## src/rtl/lock_pkg.sv

```systemverilog
// Shared types and sizing for the combination-lock keypad front end.
package lock_pkg;

  typedef enum logic [1:0] {
    IDLE  = 2'd0,
    ENTRY = 2'd1,
    FULL  = 2'd2
  } state_e;

  localparam int unsigned NDIG    = 4;
  localparam int unsigned DIGIT_W = 4;
  localparam int unsigned CODE_W  = NDIG * DIGIT_W;
  localparam int unsigned NDIG_W  = 3;

endpackage

```

## src/rtl/entry_timer.sv

```systemverilog
// Inactivity counter: runs while enabled, restarts on reload, flags the last idle cycle.
module entry_timer #(
  parameter int unsigned TIMEOUT_CYCLES = 16,
  parameter int unsigned TW             = 8
) (
  input  logic clk,
  input  logic reset,
  input  logic en_i,
  input  logic reload_i,
  output logic expired_c
);

  logic [TW-1:0] count_q;
  logic [TW-1:0] count_d;

  // Expiry is seen in the cycle the count sits at its final value.
  always_comb begin
    expired_c = en_i && (count_q == TW'(TIMEOUT_CYCLES - 1));
    count_d   = count_q + TW'(1);
    if (reload_i || !en_i || expired_c) begin
      count_d = '0;
    end
  end

  // Count register.
  always_ff @(posedge clk or posedge reset) begin
    if (reset) begin
      count_q <= '0;
    end else begin
      count_q <= count_d;
    end
  end

endmodule

```

## src/rtl/keypad_entry.sv

```systemverilog
// Keypad entry: gathers four hex digits, presents a held code plus submit/error/timeout pulses.
module keypad_entry
  import lock_pkg::*;
#(
  parameter int unsigned TIMEOUT_CYCLES = 16,
  parameter int unsigned TW             = 8
) (
  input  logic               clk,
  input  logic               reset,
  input  logic [DIGIT_W-1:0] key_code,
  input  logic               key_valid,
  input  logic               key_back,
  input  logic               key_clear,
  input  logic               key_enter,
  input  logic               lockout,
  output logic [DIGIT_W-1:0] digit_1,
  output logic [DIGIT_W-1:0] digit_2,
  output logic [DIGIT_W-1:0] digit_3,
  output logic [DIGIT_W-1:0] digit_4,
  output logic               entry_valid,
  output logic               entry_err,
  output logic               timeout,
  output logic [NDIG_W-1:0]  ndig
);

  state_e              state_q;
  logic [CODE_W-1:0]   buf_q;
  logic [NDIG_W-1:0]   ndig_q;
  logic [CODE_W-1:0]   code_q;
  logic                entry_valid_q;
  logic                entry_err_q;
  logic                timeout_q;

  logic do_clear_c;
  logic do_enter_c;
  logic do_back_c;
  logic do_digit_c;
  logic empty_c;
  logic full_c;
  logic reload_c;
  logic expired_c;

  // Single-winner event decode; lockout masks every strobe.
  always_comb begin
    do_clear_c = !lockout && key_clear;
    do_enter_c = !lockout && !key_clear && key_enter;
    do_back_c  = !lockout && !key_clear && !key_enter && key_back;
    do_digit_c = !lockout && !key_clear && !key_enter && !key_back && key_valid;
    empty_c    = (ndig_q == '0);
    full_c     = (ndig_q == NDIG_W'(NDIG));
    reload_c   = do_clear_c || do_enter_c || (do_back_c && !empty_c) ||
                 (do_digit_c && !full_c);
  end

  entry_timer #(
    .TIMEOUT_CYCLES(TIMEOUT_CYCLES),
    .TW            (TW)
  ) u_timer (
    .clk      (clk),
    .reset    (reset),
    .en_i     (state_q != IDLE),
    .reload_i (reload_c),
    .expired_c(expired_c)
  );

  // Entry FSM with shift buffer, submitted code and one-cycle status pulses.
  always_ff @(posedge clk or posedge reset) begin
    if (reset) begin
      state_q       <= IDLE;
      buf_q         <= '0;
      ndig_q        <= '0;
      code_q        <= '0;
      entry_valid_q <= 1'b0;
      entry_err_q   <= 1'b0;
      timeout_q     <= 1'b0;
    end else begin
      entry_valid_q <= 1'b0;
      entry_err_q   <= 1'b0;
      timeout_q     <= 1'b0;
      if (do_clear_c) begin
        buf_q   <= '0;
        ndig_q  <= '0;
        state_q <= IDLE;
      end else if (do_enter_c) begin
        if (full_c) begin
          code_q        <= buf_q;
          entry_valid_q <= 1'b1;
        end else begin
          entry_err_q   <= 1'b1;
        end
        buf_q   <= '0;
        ndig_q  <= '0;
        state_q <= IDLE;
      end else if (do_back_c) begin
        if (empty_c) begin
          entry_err_q <= 1'b1;
        end else begin
          buf_q   <= {DIGIT_W'(0), buf_q[CODE_W-1:DIGIT_W]};
          ndig_q  <= ndig_q - NDIG_W'(1);
          state_q <= (ndig_q == NDIG_W'(1)) ? IDLE : ENTRY;
        end
      end else if (do_digit_c && !full_c) begin
        buf_q   <= {buf_q[CODE_W-DIGIT_W-1:0], key_code};
        ndig_q  <= ndig_q + NDIG_W'(1);
        state_q <= (ndig_q == NDIG_W'(NDIG - 1)) ? FULL : ENTRY;
      end else if (expired_c) begin
        // A rejected digit in the expiry cycle does not rescue the entry.
        buf_q     <= '0;
        ndig_q    <= '0;
        state_q   <= IDLE;
        timeout_q <= 1'b1;
      end else if (do_digit_c) begin
        entry_err_q <= 1'b1;
      end
    end
  end

  assign digit_1     = code_q[15:12];
  assign digit_2     = code_q[11:8];
  assign digit_3     = code_q[7:4];
  assign digit_4     = code_q[3:0];
  assign entry_valid = entry_valid_q;
  assign entry_err   = entry_err_q;
  assign timeout     = timeout_q;
  assign ndig        = ndig_q;

endmodule
```

## config.mk

```make
export PLATFORM = sky130hd
export DESIGN_NAME = keypad_entry
export DESIGN_NICKNAME = d
export VERILOG_FILES = /design/src/rtl/lock_pkg.sv /design/src/rtl/entry_timer.sv /design/src/rtl/keypad_entry.sv
export SDC_FILE = /design/constraint.sdc
export NUM_CORES = 1
export LEC_CHECK = 0
export ABC_CLOCK_PERIOD_IN_PS = 2800
export CAP_MARGIN = 0
export CORE_UTILIZATION = 41
export CTS_BUF_LIST = sky130_fd_sc_hd__clkbuf_8 sky130_fd_sc_hd__clkbuf_16
export DETAILED_ROUTE_END_ITERATION = 10
export GPL_TIMING_DRIVEN = 1
export HOLD_SLACK_MARGIN = 0.15
export PLACE_DENSITY = 0.73
export RECOVER_POWER = 25
export SLEW_MARGIN = 15
export SYNTH_ARGS = -nofsm -noshare
export SYNTH_HDL_FRONTEND = slang
export SYNTH_HIERARCHICAL = 1
export SYNTH_SLANG_ARGS = --single-unit
```

## constraint.sdc

```tcl
create_clock -name clk -period 2.8 [get_ports clk]
set_input_delay 0.56 -clock clk [delete_from_list [all_inputs] [get_ports clk]]
set_output_delay 0.56 -clock clk [all_outputs]
set_load 0.03 [all_outputs]
```

# --- Yosys cells after proc, flatten, opt, wreduce, memory -nomap -nowiden ---
# Cells that the tools add are included.
totals:
  ramBits: 0
  mem_count: 0
  regBits: 48
  romBits: 0
  latchBits: 0
  inputBits: 11
op_classes:
  n_eq_ne: 5
  n_lt_le_gt_ge: 0
  n_bitwise: 1
  div: 0
  add_sub_neg: 3
  reduce_logical: 27
  shifts: 0
  muxes: 37
  n_mul: 0
op_table:
  columns: ["op", "n"]
  rows:
  - ["$mux 16", 6]
  - ["$mux 3", 6]
  - ["$mux 1", 17]
  - ["$mux 2", 7]
  - ["$logic_and 1x1->1", 10]
  - ["$add 8x1->8 const B", 1]
  - ["$eq 8x4->1 const B", 1]
  - ["$mux 8", 1]
  - ["$logic_not 1->1", 7]
  - ["$logic_or 1x1->1", 5]
  - ["$reduce_bool 5->1", 1]
  - ["$ne 4x4->1 const B", 1]
  - ["$add 3x1->3 const B", 1]
  - ["$eq 3x1->1 const B", 1]
  - ["$eq 3x2->1 const B", 1]
  - ["$eq 3x3->1 const B", 1]
  - ["$logic_not 3->1", 1]
  - ["$reduce_and 3->1", 1]
  - ["$sub 3x1->3 const B", 1]
  - ["$reduce_and 2->1", 1]
  - ["$reduce_bool 2->1", 1]
  - ["$not 1->1", 1]

# --- Depth between registers and ports, before layout ---
depth:
  word_depth: 11
  ltp_mapped: 8
  mapped_depth_nobuf: 8

# --- Hierarchy ---
# Netlist, hierarchy kept.
by_module_without_submodules:
  columns: ["module", "seq_area_each_um2", "area_per_inst_um2", "n_inst", "cells_each"]
  rows:
  - ["keypad_entry", 1001.0, 1880.6, 1, 146]
  - ["entry_timer", 200.2, 401.6, 1, 40]

# --- Least setup slack after synthesis ---
# OpenSTA, ideal clock, no wires.
synth_timing:
  kind: "reg-to-reg"
  from: "register ndig_q[0] (netlist: ndig[0])"
  to: "register buf_q[4]"
  path_buffers: 1
  t_arrival_ns: 1.973
  stages_incl_launch_ff: 8
  t_required_ns: 2.673
  setup_time_ns: 0.127
  path_slack_ns: 0.699
  period_less_slack_ns: 2.101
  cell_sequence: "dfrtp_1 -> inv_1 -> ha_1 -> a21boi_2 -> o22ai_2 -> o211a_1 -> buf_6 -> mux2_1"
synth_via:
  elab_chain_cells: 7
  elab_cells_between_ends: 11
  cone_classes: "2 x eq/ne; 4 x mux; 5 x reduce/logical"
synth_rtl:
  columns: ["element", "line", "rtl"]
  rows:
  - ["from (decl)", "keypad_entry.sv:28", "logic [NDIG_W-1:0] ndig_q;"]
  - ["from (signal assigned)", "keypad_entry.sv:99", "ndig_q <= ndig_q - NDIG_W'(1);"]
  - ["from (signal assigned)", "keypad_entry.sv:104", "ndig_q <= ndig_q + NDIG_W'(1);"]
  - ["$eq 3x3->1", "keypad_entry.sv:50", "full_c = (ndig_q == NDIG_W'(NDIG));"]
  - ["$logic_not 1->1", "keypad_entry.sv:102", "end else if (do_digit_c && !full_c) begin"]
  - ["$logic_and 1x1->1", "keypad_entry.sv:102", null]
  - ["$mux 16", "keypad_entry.sv:102", null]
  - ["$mux 16", "keypad_entry.sv:94", "end else if (do_back_c) begin"]
  - ["$mux 16", "keypad_entry.sv:84", "end else if (do_enter_c) begin"]
  - ["$mux 16", "keypad_entry.sv:80", "if (do_clear_c) begin"]
  - ["to (signal assigned)", "keypad_entry.sv:98", "buf_q <= {DIGIT_W'(0), buf_q[CODE_W-1:DIGIT_W]};"]
  - ["to (signal assigned)", "keypad_entry.sv:103", "buf_q <= {buf_q[CODE_W-DIGIT_W-1:0], key_code};"]
  - ["to (decl)", "keypad_entry.sv:27", "logic [CODE_W-1:0] buf_q;"]
# Parallel ways exist; a longest one is shown, timed or not.
# A chain may end at the register's enable or synchronous reset.

# --- Worst setup path after layout ---
layout_timing:
  from: "register u_timer.count_q[5]"
  to: "register buf_q[12]"
layout_via:
  elab_chain_cells: 4
layout_rtl:
  columns: ["element", "line", "rtl"]
  rows:
  - ["from (decl)", "entry_timer.sv:13", "logic [TW-1:0] count_q;"]
  - ["from (signal assigned)", "entry_timer.sv:30", "count_q <= count_d;"]
  - ["$eq 8x4->1", "entry_timer.sv:18", "expired_c = en_i && (count_q == TW'(TIMEOUT_CYCLES - 1));"]
  - ["$logic_and 1x1->1", "entry_timer.sv:18", null]
  - ["named net expired_c", "keypad_entry.sv:41", "logic expired_c;"]
  - ["$reduce_bool 5->1 (no line)", null, null]
  - ["$reduce_and 2->1 (no line)", null, null]
# The timed path passes the listed nets, and every way through them passes these cells.

==> flow_metrics.py <==
metrics = {
    "sta": {
        "clock_skew_ns": 0.005606,
        "setup_tns_ns": 0,
        "period_share": 0.8301,
        "setup_viol": 0,
        "hold_violations": 0,
        "finalMaxSlewViolations": 0,
        "rsz0062_at_grt": "no",
        "tightest_slew_ns": 0.9618,
        "worst_slack_ns": 0.4758,
        "period_needed_ns": 2.324,
        "fmax_ghz": 0.4303,
        "slew_headroom": 0.3588,
    },
    "detailed_routing": {
        "wl_per_cell_um": 14.48,
        "first_pass_iters": 4,
        "drc": 0,
        "via_per_inst": 5.209,
        "num_vias": 1547,
        "wirelength_um": 4300,
        "drt_iter0_markers": 32,
        "antenna_left": 0,
    },
    "layout": {
        "drive_gt1_frac": 0.1894,
        "fin_util": 0.5385,
        "syn_to_final_growth_pct": 23.57,
        "insertedDiodeCount": 0,
        "final_cells": 297,
        "layout.nets": 243,
        "fill_cells": 453,
        "final-seq-area_mm2": 0.001201,
        "multiInputGateArea_um2": 991.0,
    },
    "logic_synthesis": {
        "synth_xor_area_frac": 0.01535,
        "synth.distinct_cells": 42,
        "yosys.area_share.simple": 0.1014,
        "syn_area_per_cell_um2": 12.27,
        "async_flop_share": 1.000,
        "synthMuxAreaShare": 0.1338,
        "synth-seq-area-share": 0.5263,
        "ys_warn_count": 6,
        "synthCells": 186,
        "ys.flop_type": "dfrtp_1",
        "synth_nets": 203,
        "ys_ff_latch": 48,
        "synth_fa_ha_area_frac": 0.03289,
        "synth_area_mm2": 0.002282,
        "synth_top_family_by_area": "compound AO/OA/AOI/OAI gates",
        "synth_edf_count": 0,
        "synth_compound_area_frac": 0.1508,
    },
    "clock_tree": {
        "cts_max_path_buffers": 2,
        "postCtsSetupBuffers": 0,
        "clock-root-buffer": "clkbuf_8",
        "hold_buffers": 0,
        "cts_tree": "done",
        "cts_max_level": 2,
        "cts_sinks": 48,
        "clock_latency_ns": 0.30,
        "cts-resized-gates": 0,
        "cts_buffers": 5,
        "clkTransAtPathRegs_ns": 0.09,
    },
    "floorplan": {
        "io_pins": 33,
        "core-area_mm2": 0.005238,
        "chipHeight_um": 76.61,
        "die_w_um": 76.61,
        "initial_core_util": 0.4357,
        "die_area_mm2": 0.005868,
        "fp-row-count": 26,
    },
    "grt": {
        "grt_pass1_vias": 1544,
        "grt_max_degree": 41,
        "antenna_found_initial": 0,
        "busiest_layer": "met2",
        "grtUsageTotal": 0.1594,
        "met3_usage": 0.03473,
        "met1_usage": 0.2034,
        "grtUsageMet2": 0.2676,
        "grt_pass1_wl_um": 7410,
        "grt-ovfl-total": 0,
    },
    "worst_setup_path": {
        "rrSetupSlack_ns": 0.48,
        "arrival_ns": 2.52,
        "r2r.worst_path.cells": 6,
        "startpoint_type": "register",
        "rr_startpoint": "u_timer/count_q[5]",
        "crit_slowest_cell": "or4b_4",
        "critPathKind": "register to register",
        "cp.required_ns": 3.00,
        "crit_fanout": 10,
        "crit_family": "simple AND/OR/NAND/NOR gates",
        "crit_chain": "or4b_4 > nor3_1 > o21ai_0 > o211a_1 > buf_4 > a22o_1",
        "rr_endpoint": "buf_q[12]",
        "critPathCaptureType": "register",
        "cp_slowest_stage_delay_ns": 0.59,
        "path_buf_inv": 1,
    },
    "place": {
        "numPortBuffers": 32,
        "place_ws_ns": 0.3056,
        "routabilityCongestion": 0.7921,
        "place_inst": 289,
        "post-dp-hpwl_um": 3055,
    },
    "hold_path": {
        "hold_depth": 1,
        "worstHoldStart": "u_timer/count_q[0]",
        "hold_path_class": "register to register",
        "min_to": "u_timer/count_q[0]",
    },
    "run": {
        "maxCapViolCount": 0,
    },
    "power": {
        "p_per_area_mw_per_mm2": 475.9,
        "ir_drop_mv": 0.3294,
        "p_leak_nw": 1.258,
    },
    "status": {
        "run_status": "complete, no violations",
    },
}
[cells in the final DEF, fill, tap and decap left out, types with 2 or more instances in the layout]
cell / netlist / routed
nor2_1: 12 / 12
or3_1: 3 / 3
xor2_1: 2 / 2
nand3_1: 3 / 3
nand2_1: 5 / 5
mux2i_1: 8 / 8
clkdlybuf4s50_1: 0 / 31
or2_2: 3 / 3
mux2_2: 16 / 16
o21ai_0: 4 / 4
inv_1: 9 / 9
a22oi_1: 2 / 2
a311oi_1: 2 / 2
a21oi_1: 7 / 7
nor3_1: 4 / 4
buf_4: 0 / 8
ha_1: 6 / 6
nor2b_1: 2 / 2
xnor2_1: 2 / 2
o2bb2ai_1: 9 / 9
o211ai_1: 2 / 2
clkbuf_8: 0 / 6
dfrtp_1: 48 / 48
a22o_1: 8 / 8
mux2_1: 4 / 4
nand4_1: 2 / 2
[stage by stage]
| stage | hold slack, ns | power, W | area [µm²] |
|---|---|---|---|
| detailed placement | 0.4553 | 0.0008279 | 2701 |
| global placement | 0.4492 | 0.0008262 | 2701 |
| finish | 0.4663 | 0.001342 | 2820 |
| CTS | 0.4674 | 0.001352 | 2823 |
| floorplan | 0.3757 | 0.0007878 | 2282 |
| global route | 0.4990 | 0.001387 | 2820 |
[per-layer routing]
metal | routed length [µm] | vias to the layer above
li1 | - | 760
met1 | 2045 | 761
met2 | 2073 | 20
met3 | 129 | 6
met4 | 52 | 0
met5 | 0 | -
[cells by family after synthesis]
kind of cell	count (synthesis)
flip-flops	48
AO/OA/AOI/OAI	42
AND/OR/NAND/NOR	41
multiplexers	28
buffers and inverters	17
adder cells (fa/ha/maj)	6
XOR/XNOR	4
[layout make-up]
class,count,area share
multi-input cells,121,0.3514
repair buffers,41,0.1366
flip-flops and latches,48,0.4259
clock buffers,6,0.02928
well taps,70,0.03106
clock inverters,2,0.01375
inverters,9,0.01198
[worst max-delay path by stage]
stage	slack (ns)	depth (start not counted)	from	endpoint
6_report	0.48	6	u_timer/count_q[5]	buf_q[12]
4_1_cts	0.49	6	u_timer/count_q[5]	buf_q[12]
3_5_place_dp	0.31	5	lockout	buf_q[4]
5_1_grt	0.41	7	state_q[1]	buf_q[12]
3_3_place_gp	0.37	5	lockout	state_q[0]
2_1_floorplan	0.70	7	ndig[0]	buf_q[4]
[report_power, final]
part           switching, W  total, W  internal [W]
logic             0.0000624  0.000109     0.0000462
registers        0.00000486  0.000703      0.000698
clock network      0.000238  0.000530      0.000292
total              0.000306   0.00134       0.00104
[state kept, by name (all words and copies together) (netlist names)]
register,cells
entry_err,1
timeout,1
state_q,2
entry_valid,1
code_q,16
buf_q,16
ndig,3
u_timer/count_q,8
[cells in the mapped netlist, types with 2 or more instances]
| cell type | count | area [µm²] |
|---|---|---|
| a22o_1 | 8 | 70.07 |
| or2_2 | 3 | 18.77 |
| a21oi_1 | 7 | 35.03 |
| dfrtp_1 | 48 | 1201 |
| xnor2_1 | 2 | 17.52 |
| a22oi_1 | 2 | 15.01 |
| mux2_2 | 16 | 180.2 |
| nor2b_1 | 2 | 12.51 |
| ha_1 | 6 | 75.07 |
| buf_6 | 3 | 33.78 |
| nor3_1 | 4 | 20.02 |
| xor2_1 | 2 | 17.52 |
| nor2_1 | 12 | 45.04 |
| mux2i_1 | 8 | 80.08 |
| buf_2 | 3 | 15.01 |
| nand3_1 | 3 | 15.01 |
| or3_1 | 3 | 18.77 |
| nand4_1 | 2 | 12.51 |
| nand2_1 | 5 | 18.77 |
| a311oi_1 | 2 | 17.52 |
| o211ai_1 | 2 | 15.01 |
| o21ai_0 | 4 | 20.02 |
| o2bb2ai_1 | 9 | 78.83 |
| inv_1 | 9 | 33.78 |
| mux2_1 | 4 | 45.04 |
[worst register-to-register path, stage by stage (launching register included)]
cell	delay, ns
dfrtp_1	0.43
or4b_4	0.59
nor3_1	0.35
o21ai_0	0.16
o211a_1	0.25
buf_4	0.22
a22o_1	0.23
(Power assumes the default switching activity.)
